==> src/rtl/ex_stage.sv <==
// MIPS execute stage: ALU, branch target and EX/MEM register, with an iterative shift-add multiplier.
// Optional EX_OVERFLOW_EN adds ex_overflow and suppresses writes of overflowing add/sub.
module ex_stage #(
    parameter int MUL_STEP = 1
) (
    input  logic        clk,
    input  logic        rst,
    input  logic [4:0]  instr_bits_15_11,
    input  logic [4:0]  instr_bits_20_16,
    input  logic [31:0] extended_bits,
    input  logic [31:0] read_data1,
    input  logic [31:0] read_data2,
    input  logic [31:0] new_pc_value,
    input  logic        RegDst,
    input  logic        RegWrite,
    input  logic        ALUSrc,
    input  logic        MemWrite,
    input  logic        MemRead,
    input  logic        MemToReg,
    input  logic        Branch,
    input  logic [1:0]  load_mode,
    input  logic [2:0]  ALUOp,
    output logic        stall,
    output logic [31:0] ex_alu_result,
    output logic [31:0] ex_write_data,
    output logic [4:0]  ex_write_register,
    output logic [31:0] ex_branch_target,
    output logic        ex_zero,
    output logic        ex_RegWrite,
    output logic        ex_MemWrite,
    output logic        ex_MemRead,
    output logic        ex_MemToReg,
    output logic        ex_Branch,
    output logic [1:0]  ex_load_mode
`ifdef EX_OVERFLOW_EN
    ,
    output logic        ex_overflow
`endif
);
    localparam int N = 32 / MUL_STEP;
    localparam logic [5:0] LAST = 6'(N - 1);
    localparam logic [1:0] IDLE = 2'd0, BUSY = 2'd1, DONE = 2'd2;

    typedef struct packed {
        logic [31:0] alu_result;
        logic [31:0] write_data;
        logic [31:0] branch_target;
        logic [4:0]  write_register;
        logic        zero;
        logic        reg_write;
        logic        mem_write;
        logic        mem_read;
        logic        mem_to_reg;
        logic        branch;
        logic [1:0]  load_mode;
        logic        overflow;
    } exmem_t;

    logic [1:0]  state;
    logic [5:0]  cnt;
    logic [31:0] mcand, mplier, acc, step_sum;
    logic [31:0] op_a, op_b, sum, diff, alu_res;
    logic [5:0]  funct;
    logic [4:0]  shamt;
    logic        is_mul, add_ovf, sub_ovf, ovf, bubble;
    exmem_t      nxt, q;

    assign funct   = extended_bits[5:0];
    assign shamt   = extended_bits[10:6];
    assign op_a    = read_data1;
    assign op_b    = ALUSrc ? extended_bits : read_data2;
    assign sum     = op_a + op_b;
    assign diff    = op_a - op_b;
    assign add_ovf = (op_a[31] == op_b[31]) && (sum[31] != op_a[31]);
    assign sub_ovf = (op_a[31] != op_b[31]) && (diff[31] != op_a[31]);
    assign is_mul  = (ALUOp == 3'b010) && (funct == 6'h18);
    assign stall   = is_mul && (state != DONE);
    // The mul occupies IDLE (capture) and every BUSY cycle; EX/MEM sees bubbles then.
    assign bubble  = (is_mul && state == IDLE) || state == BUSY;

    always_comb begin
        alu_res = '0;
        ovf     = 1'b0;
        case (ALUOp)
            3'b000: begin alu_res = sum;  ovf = add_ovf; end
            3'b001: begin alu_res = diff; ovf = sub_ovf; end
            3'b010: begin
                case (funct)
                    6'h20: begin alu_res = sum;  ovf = add_ovf; end
                    6'h22: begin alu_res = diff; ovf = sub_ovf; end
                    6'h24: alu_res = op_a & op_b;
                    6'h25: alu_res = op_a | op_b;
                    6'h2A: alu_res = {31'd0, $signed(op_a) < $signed(op_b)};
                    6'h00: alu_res = op_b << shamt;
                    6'h02: alu_res = op_b >> shamt;
                    6'h18: alu_res = acc;
                    default: alu_res = '0;
                endcase
            end
            3'b011: alu_res = op_a & op_b;
            3'b100: alu_res = op_a | op_b;
            3'b101: alu_res = {31'd0, $signed(op_a) < $signed(op_b)};
            default: alu_res = '0;
        endcase
    end

    // Only the low product word is kept, so the multiplicand never needs more than 32 bits.
    always_comb begin
        step_sum = acc;
        for (int i = 0; i < MUL_STEP; i++)
            if (mplier[i]) step_sum = step_sum + (mcand << i);
    end

    always_comb begin
        nxt = '0;
        if (!bubble) begin
            nxt.alu_result     = alu_res;
            nxt.write_data     = read_data2;
            nxt.branch_target  = new_pc_value + (extended_bits << 2);
            nxt.write_register = RegDst ? instr_bits_15_11 : instr_bits_20_16;
            nxt.zero           = (alu_res == 32'd0);
            nxt.reg_write      = RegWrite;
            nxt.mem_write      = MemWrite;
            nxt.mem_read       = MemRead;
            nxt.mem_to_reg     = MemToReg;
            nxt.branch         = Branch;
            nxt.load_mode      = load_mode;
`ifdef EX_OVERFLOW_EN
            nxt.overflow       = ovf;
            if (ovf) begin
                nxt.reg_write = 1'b0;
                nxt.mem_write = 1'b0;
            end
`endif
        end
    end

    always_ff @(posedge clk or posedge rst) begin
        if (rst) begin
            state  <= IDLE;
            cnt    <= '0;
            acc    <= '0;
            mcand  <= '0;
            mplier <= '0;
            q      <= '0;
        end else begin
            q <= nxt;
            case (state)
                IDLE: if (is_mul) begin
                    mcand  <= op_a;
                    mplier <= op_b;
                    acc    <= '0;
                    cnt    <= '0;
                    state  <= BUSY;
                end
                BUSY: begin
                    acc    <= step_sum;
                    mcand  <= mcand << MUL_STEP;
                    mplier <= mplier >> MUL_STEP;
                    cnt    <= cnt + 6'd1;
                    if (cnt == LAST) state <= DONE;
                end
                default: state <= IDLE;
            endcase
        end
    end

    assign ex_alu_result     = q.alu_result;
    assign ex_write_data     = q.write_data;
    assign ex_write_register = q.write_register;
    assign ex_branch_target  = q.branch_target;
    assign ex_zero           = q.zero;
    assign ex_RegWrite       = q.reg_write;
    assign ex_MemWrite       = q.mem_write;
    assign ex_MemRead        = q.mem_read;
    assign ex_MemToReg       = q.mem_to_reg;
    assign ex_Branch         = q.branch;
    assign ex_load_mode      = q.load_mode;
`ifdef EX_OVERFLOW_EN
    assign ex_overflow       = q.overflow;
`else
    logic unused_ovf;
    assign unused_ovf = ovf ^ q.overflow;
`endif
endmodule

==> config.mk <==
export PLATFORM = sky130hd
export DESIGN_NAME = ex_stage
export DESIGN_NICKNAME = d
export VERILOG_FILES = /design/src/rtl/ex_stage.sv
export SDC_FILE = /design/constraint.sdc
export NUM_CORES = 1
export LEC_CHECK = 0
export BUFFER_PORTS_ARGS = -buffer_cell sky130_fd_sc_hd__buf_2
export CAP_MARGIN = 5
export CORE_MARGIN = 2
export CORE_UTILIZATION = 40
export DETAILED_ROUTE_END_ITERATION = 8
export PLACE_DENSITY = 0.62
export REMOVE_ABC_BUFFERS = 1
export SLEW_MARGIN = 0
export SYNTH_ARGS = -nofsm -noshare
export SYNTH_HDL_FRONTEND = slang
export SYNTH_SLANG_ARGS = --single-unit
==> constraint.sdc <==
create_clock -name clk -period 8.1 [get_ports clk]
set_clock_uncertainty 0.05 [all_clocks]
set_input_delay 0.81 -clock clk [delete_from_list [all_inputs] [get_ports clk]]
set_output_delay 0.81 -clock clk [all_outputs]
set_load 0.02 [all_outputs]
; ---- Word-level counts from Yosys, hierarchy flattened
; Cells that the tools add are included.
[op_classes]
bitwise = 2
add_sub_neg = 5
n_mux = 17
n_eq_ne = 18
n_lt_le_gt_ge = 1
n_shift = 2
reduce_logical = 12
[op_table]
columns = op, n
row1 = case mux 32 bit (8 select lines), 1
row2 = case mux 32 bit (2 select lines), 3
row3 = case mux 32 bit (6 select lines), 1
row4 = 2-to-1 mux 32 bit, 5
row5 = 2-to-1 mux 109 bit, 1
row6 = adder 32 bit, 3
row7 = bitwise AND 32 bit, 1
row8 = logical NOT 32 bit, 1
row9 = < comparator 32 bit, 1
row10 = bitwise OR 32 bit, 1
row11 = left shift 32 x 5 -> 32 bit, 1
row12 = right shift 32 x 5 -> 32 bit, 1
row13 = subtractor 32 bit, 1
row14 = == test 6 bit (second input constant), 5
row15 = == test 6 x 5 -> 1 bit (second input constant), 2
row16 = case mux 6 bit (2 select lines), 1
row17 = adder 6 x 1 -> 6 bit (second input constant), 1
row18 = == test 3 x 2 -> 1 bit (second input constant), 2
row19 = == test 3 bit (second input constant), 2
row20 = == test 6 x 2 -> 1 bit (second input constant), 1
row21 = logical NOT 6 bit, 1
row22 = 2-to-1 mux 6 bit, 1
row23 = != test 2 bit (second input constant), 3
row24 = 2-to-1 mux 5 bit, 1
row25 = 12 further kinds, 16
[totals]
inputBits = 152
out_inout_bits = 110
wordCells = 73
register_bits = 213

; ---- Longest topological paths before layout
; Gate-level depths: netlist of run 1.
[logic_depth]
depth_word = 6
ltp_mapped = 22
depth_no_buf = 17

; ---- Worst setup path after synthesis of run 1
; OpenSTA, ideal clock, no wires.
[synth_timing]
path_type = input port to flip-flop
start = input ALUSrc
end = register q (netlist bit ex_zero)
path_slack_ps = 2097
setup_time_ps = 96
required_ps = 7954
n_path_buf = 8
t_arrival_ps = 5857
stages = 22
cell_sequence = buf_4 > buf_6 > buf_4 > buf_2 > clkbuf_1 > buf_2 > buf_1 > mux2i_1 > ha_1 > clkbuf_1 > nor2b_1 > a2111oi_0 > o21bai_1 > a21oi_1 > nor3_1 > a221o_1 > a211oi_1 > nand4_1 > nor4_1 > and4_1 > nand4_1 > nor4_2
[synth_rtl]
columns = element, line_no
row1 = from (decl), 16  ; input logic ALUSrc,
row2 = to (signal assigned), 147  ; q <= nxt;
row3 = to (decl), 66  ; exmem_t nxt, q;

==> flow_summary.toml, run 1 <==
[synthesis]
ys_async_sr_fraction_pct = 100
synth_enable_flop_cells = 0
synth_seq_cells = 213
synth.cells.most_frequent = "nand2_1 (297), nor2_1 (290), dfrtp_1 (213)"
synth_fa_ha_area_share_pct = 9.99
synth_top_family_by_area = "compound AO/OA/AOI/OAI gates"
yosysSeqAreaShare_pct = 23.2
synth_cell_types = 87
netlist.area_leader.share_pct = 23.2
synth_cells = 2861
avgSynthCellArea_um2 = 8.03
synth_ff_type = "dfrtp_1"
yosysMostFrequentCell = "nand2_1"
yosys_warnings = 0
synthSimpleGateAreaFrac_pct = 20.7
synth_area_leaders = "dfrtp_1 (23%), ha_1 (9.6%), mux2i_1 (5.3%)"
synth-compound-area-share_pct = 25.4
synth_top_cell_by_area = "dfrtp_1"
synth_xor_area_share_pct = 2.82
synth_mux_area_share_pct = 12.3
synth.cell_area_um2 = 23000

[layout]
drive_gt1_share_pct = 16.7
fin_nets = 3345
layout-area-overhead-vs-synth_pct = 12.7
final_core_util_pct = 45.7

[power_and_ir_drop]
vdd_drop_max_mv = 0.189
p_leak_uw = 0.0117
power_density_nw_per_um2 = 179

[floorplanning]
coreArea_um2 = 56600
die_x_um = 244
start_util_pct = 40.6
ios = 262
die_h_um = 244
dieArea_um2 = 59300
std_cell_rows = 87

[global_routing]
grt_overflow = 0
grt_pass1_wl_um = 154000
antenna_found_initial = 3
grt_util_all_layers_pct = 33.9
grt_max_degree = 80
grt_pass1_vias = 23404

[critical_path]
startpoint_type = "input port"
crit_fanout = 34
crit_slowest_cell = "a2111oi_0"
crit_chain = "buf_4, inv_1, buf_4, a21oi_1, ha_1, a21o_1, a21oi_1, nor4_1, a2111oi_0, o21ai_0, or3_1, o41ai_1, nor2b_1, and4_1, and4b_1, nand4_1, nor4_2"
crit_path_max_incr_delay_ns = 0.89
cp_top_family = "compound AO/OA/AOI/OAI gates"
path_buf_inv = 3
critPathCaptureType = "register"
path_class = "in2reg"
critPathRequiredTime_ns = 8.54
worstPathArrival_ns = 6.51

[routing]
firstDrtPassIters = 6
drc = 0
antenna_left = 0
wl_per_cell_um = 27.5
dr.first_iter.drc_count = 3207
viasPerCell = 6.51
routed_wl_um = 104000
num_vias = 24649

[timing]
slew_headroom_pct = 15.1
fin_crit_sh_pct = 75.0
fmax_ghz = 0.165
hold_viol = 0
fin_crit_ns = 6.08
setup_ws_ns = 2.02
slew_violations = 0
rsz0062_at_grt = "false"
worst_pin_slew_ns = 1.24
setup_viol = 0

[placed_design]
gp_congestion = 1.04
hpwl_um = 79500
io_buffers = 261
dp_slack_ns = 1.62

[cts]
post_cts_buffers = 0
cts_sinks = 213
cts_buffers = 27
cts_htree_levels = 1
cts_tree = "built"
cts_root_buffer = "clkbuf_16"
ctsHoldBuffers = 0
path_clk_slew_ns = 0.06
clock_path_buffers = 3
cts_resized = 0
clk_latency_ns = 0.59

[min_path]
hp-class = "in2async"

[outcome]
status = "finished, final reports clean"

[flow_run]
max_cap_viol_count = 0
## where the power goes
| part | switching [uW] | leakage (uW) | internal [uW] | total (uW) |
|---|---|---|---|---|
| Sequential | 105 | 0.00262 | 1220 | 1320 |
| Clock | 515 | 0.000461 | 821 | 1340 |
| Combinational | 1250 | 0.00867 | 722 | 1980 |
## worst reg2reg max path, delay by kind of cell, from the launching register on
family	cells	cell delay, ns
fa+ha+maj	2	0.66
xor+xnor	1	0.16
compound gates	10	2.74
simple gates	1	0.14
flops	1	0.46
## per-stage QoR
step	area, um^2	hold slack (ns)	TNS [ns]	total power (uW)	std cells
floorplan	22100	0.395	-50.50	2570	2666
global placement	24900	0.407	0	3230	3739
detailed placement	24900	0.415	0	3250	3739
CTS	25900	0.248	0	4610	3788
global route	25900	0.261	0	4860	3789
finish	25900	0.214	0	4630	3789
## cells by family after synthesis
kind of cell / Yosys count
AO/OA/AOI/OAI: 866
XOR/XNOR: 74
adder cells (fa/ha/maj): 181
buffers and inverters: 313
flip-flops: 213
multiplexers: 213
AND/OR/NAND/NOR: 1001
## cell type report
type,instances,area (um^2)
fillers,5724,30700
multi-input cells,2335,16400
flip-flops and latches,213,5330
repair buffers,317,1740
well taps,756,946
clock buffers,34,752
inverters,118,450
clock inverters,15,240
diodes,1,2.50
## registers in the layout, indices dropped and copies added, names as in the netlist
name and count:
acc 32, ex_alu_result 32, ex_branch_target 32, ex_write_data 32
mcand 32, mplier 32, cnt 6, ex_write_register 5
ex_load_mode 2, state 2, ex_Branch 1, ex_MemRead 1
ex_MemToReg 1, ex_MemWrite 1, ex_RegWrite 1, ex_zero 1
## placed cells by master (no fill, tap or decap), drive strengths merged, types with 55 or more instances in the layout
| master | instances |
|---|---|
| buf | 317 |
| a21oi | 167 |
| nor2 | 290 |
| a31oi | 55 |
| o21ai | 196 |
| and2 | 69 |
| mux2i | 122 |
| nand2 | 297 |
| dfrtp | 213 |
| inv | 116 |
| nor3 | 74 |
| ha | 177 |
## metal layers
layer / GRT usage [%] / up-vias / routed length, um
met5: 0 / - / 0
met4: 12.8 / 0 / 4820
met3: 5.66 / 238 / 9800
met2: 53.7 / 1478 / 46300
met1: 46.3 / 12049 / 43300
li1: - / 10884 / -
## path summary, 6_finish.rpt
kind                                       startpoint                        endpoint  slack [ns]  depth (start not counted)
worst min register to register  mplier[5]$_DFFE_PP0P_           mplier[5]$_DFFE_PP0P_        0.42                          2
max in group asynchronous                         rst          mplier[24]$_DFFE_PP0P_        6.31                          3
min in group clk                              MemRead            ex_MemRead$_DFF_PP0_        0.38                          2
worst max register to register     acc[0]$_DFFE_PP0P_             acc[30]$_DFFE_PP0P_        3.75                         14
worst min-delay path                              rst  ex_write_register[3]$_DFF_PP0_        0.21                          2
worst max-delay path                           ALUSrc               ex_zero$_DFF_PP0_        2.02                         17
No activity file was read; power rests on OpenSTA's default activity.
==> inputs of run 2 (changes only) <==
==> constraint.sdc (replaced) <==
create_clock -name clk -period 5.8 [get_ports clk]
set_clock_uncertainty 0.05 [all_clocks]
set_input_delay 0.58 -clock clk [delete_from_list [all_inputs] [get_ports clk]]
set_output_delay 0.58 -clock clk [all_outputs]
set_load 0.02 [all_outputs]
==> flow_summary.toml, run 2 (same netlist as run 1, synthesis figures left out) <==
[floorplanning]
die_x_um = 244
die_h_um = 244
ios = 262
std_cell_rows = 87
coreArea_um2 = 56600
dieArea_um2 = 59300
start_util_pct = 40.6

[cts]
cts_root_buffer = "clkbuf_16"
ctsHoldBuffers = 0
cts_tree = "built"
cts_buffers = 27
path_clk_slew_ns = 0.06
post_cts_buffers = 0
cts_sinks = 213
cts_htree_levels = 1
clk_latency_ns = 0.59
clock_path_buffers = 3
cts_resized = 0

[routing]
dr.first_iter.drc_count = 2658
wl_per_cell_um = 27.2
drc = 0
routed_wl_um = 106000
viasPerCell = 6.38
antenna_left = 0
num_vias = 24771
firstDrtPassIters = 6

[critical_path]
reg2reg_from = "acc[0]$_DFFE_PP0P_"
startpoint_type = "input port"
crit_fanout = 39
critPathRequiredTime_ns = 6.25
rr_endpoint = "acc[30]$_DFFE_PP0P_"
crit_slowest_cell = "a21oi_1"
path_class = "in2reg"
crit_chain = "buf_4, inv_1, a21oi_1, inv_1, ha_1, a21o_1, a21oi_1, nor3b_1, o211ai_1, and2_1, a221o_1, a211oi_1, nand4_1, nor4_1, and4_1, nand4_1, nor4_2"
critPathCaptureType = "register"
worstPathArrival_ns = 5.74
rr_worst_depth = 14
crit_path_max_incr_delay_ns = 0.60
ff2ff_setup_slack_ns = 1.41

[timing]
worst_pin_slew_ns = 1.25
setup_viol = 0
slew_headroom_pct = 15.8
slew_violations = 0
rsz0062_at_grt = "false"
fmax_ghz = 0.189
fin_crit_sh_pct = 91.2
final.setup.tns_ns = 0
fin_crit_ns = 5.29
hold_viol = 0
worst_hold_slack_ns = 0.0896

[layout]
drive_gt1_share_pct = 19.0
layout-area-overhead-vs-synth_pct = 15.8
fin_nets = 3438
final_cell_mix = "nand2_1 (297), nor2_1 (288), buf_2 (257)"
final_cells = 3882
final_common_cell = "nand2_1"

[placed_design]
io_buffers = 261
gp_congestion = 1.06
dp_cells = 3832
hpwl_um = 82100

[power_and_ir_drop]
p_comb_share_pct = 43.8
sw_frac_of_total_pct = 40.4
p_leak_uw = 0.0122
pwr-share-clk_pct = 27.8
power_density_nw_per_um2 = 244
vdd_drop_max_mv = 0.260
seq_power_share_pct = 28.4
p_sw_uw = 2620
finalPower_uw = 6480
intPower_uw = 3860

[global_routing]
antenna_found_initial = 3
grt_overflow = 0
grt_pass1_vias = 24113
grt_pass1_wl_um = 157000
grt_util_all_layers_pct = 34.6
grt_max_degree = 113

[min_path]
hp-class = "in2async"

[outcome]
status = "finished, final reports clean"

[flow_run]
max_cap_viol_count = 0
run 2: cell types whose count changed in the layout (fill, tap and decap cells not counted), moves of 2 or more:
cell and delta:
buf_12 +6, buf_4 +87, clkbuf_1 +3, clkinv_2 +5, clkinv_4 -2, clkinvlp_4 -5
run 2: power by group through the flow:
stage               registers (uW)  logic [uW]  clock network, uW
finish                        1840        2840               1800
floorplan                     1950        1640                  0
detailed placement            1860        2760                  0
global placement              1860        2730                  0
global route                  1860        3060               1890
CTS                           1840        2780               1830
run 2: cell type report:
class                           count  area, um^2
Timing Repair Buffer              410        2510
Fill cell                        5627       30000
Multi-Input combinational cell   2335       16400
Sequential cell                   213        5330
Tap cell                          756         946
Clock inverter                     13         189
Antenna cell                        1        2.50
Clock buffer                       36         749
Inverter                          118         450
run 2: through the flow:
step	setup WS (ns)	instance area [um^2]	utilization, %
2_1_floorplan	-3.86	22100	-
6_report	0.510	26600	47.0
5_1_grt	0.371	26600	47.0
3_5_place_dp	0.0946	25600	45.3
3_3_place_gp	0.353	25600	45.3
4_1_cts	0.705	26600	47.0
run 2: how the worst max path moves through the flow:
stage	from	to	cells past startpoint
after floorplan	extended_bits[0]	acc[31]$_DFFE_PP0P_	7
after global placement	ALUSrc	ex_zero$_DFF_PP0_	16
after detailed placement	ALUSrc	ex_zero$_DFF_PP0_	17
after CTS	ALUSrc	ex_zero$_DFF_PP0_	17
after global routing	ALUSrc	ex_zero$_DFF_PP0_	17
final	ALUSrc	ex_zero$_DFF_PP0_	17
run 2: layer usage:
metal | GRT usage (%) | wire length (um)
met2 | 54.6 | 46600
met1 | 46.0 | 44300
met4 | 16.1 | 5780
met5 | 0 | 0
met3 | 6.06 | 8880
run 2: worst max-delay path: cells and delay by family:
kind            cells  cell delay [ns]
fa+ha+maj           1             0.28
simple gates        7             2.06
buf+inv             3             0.89
compound gates      6             1.86
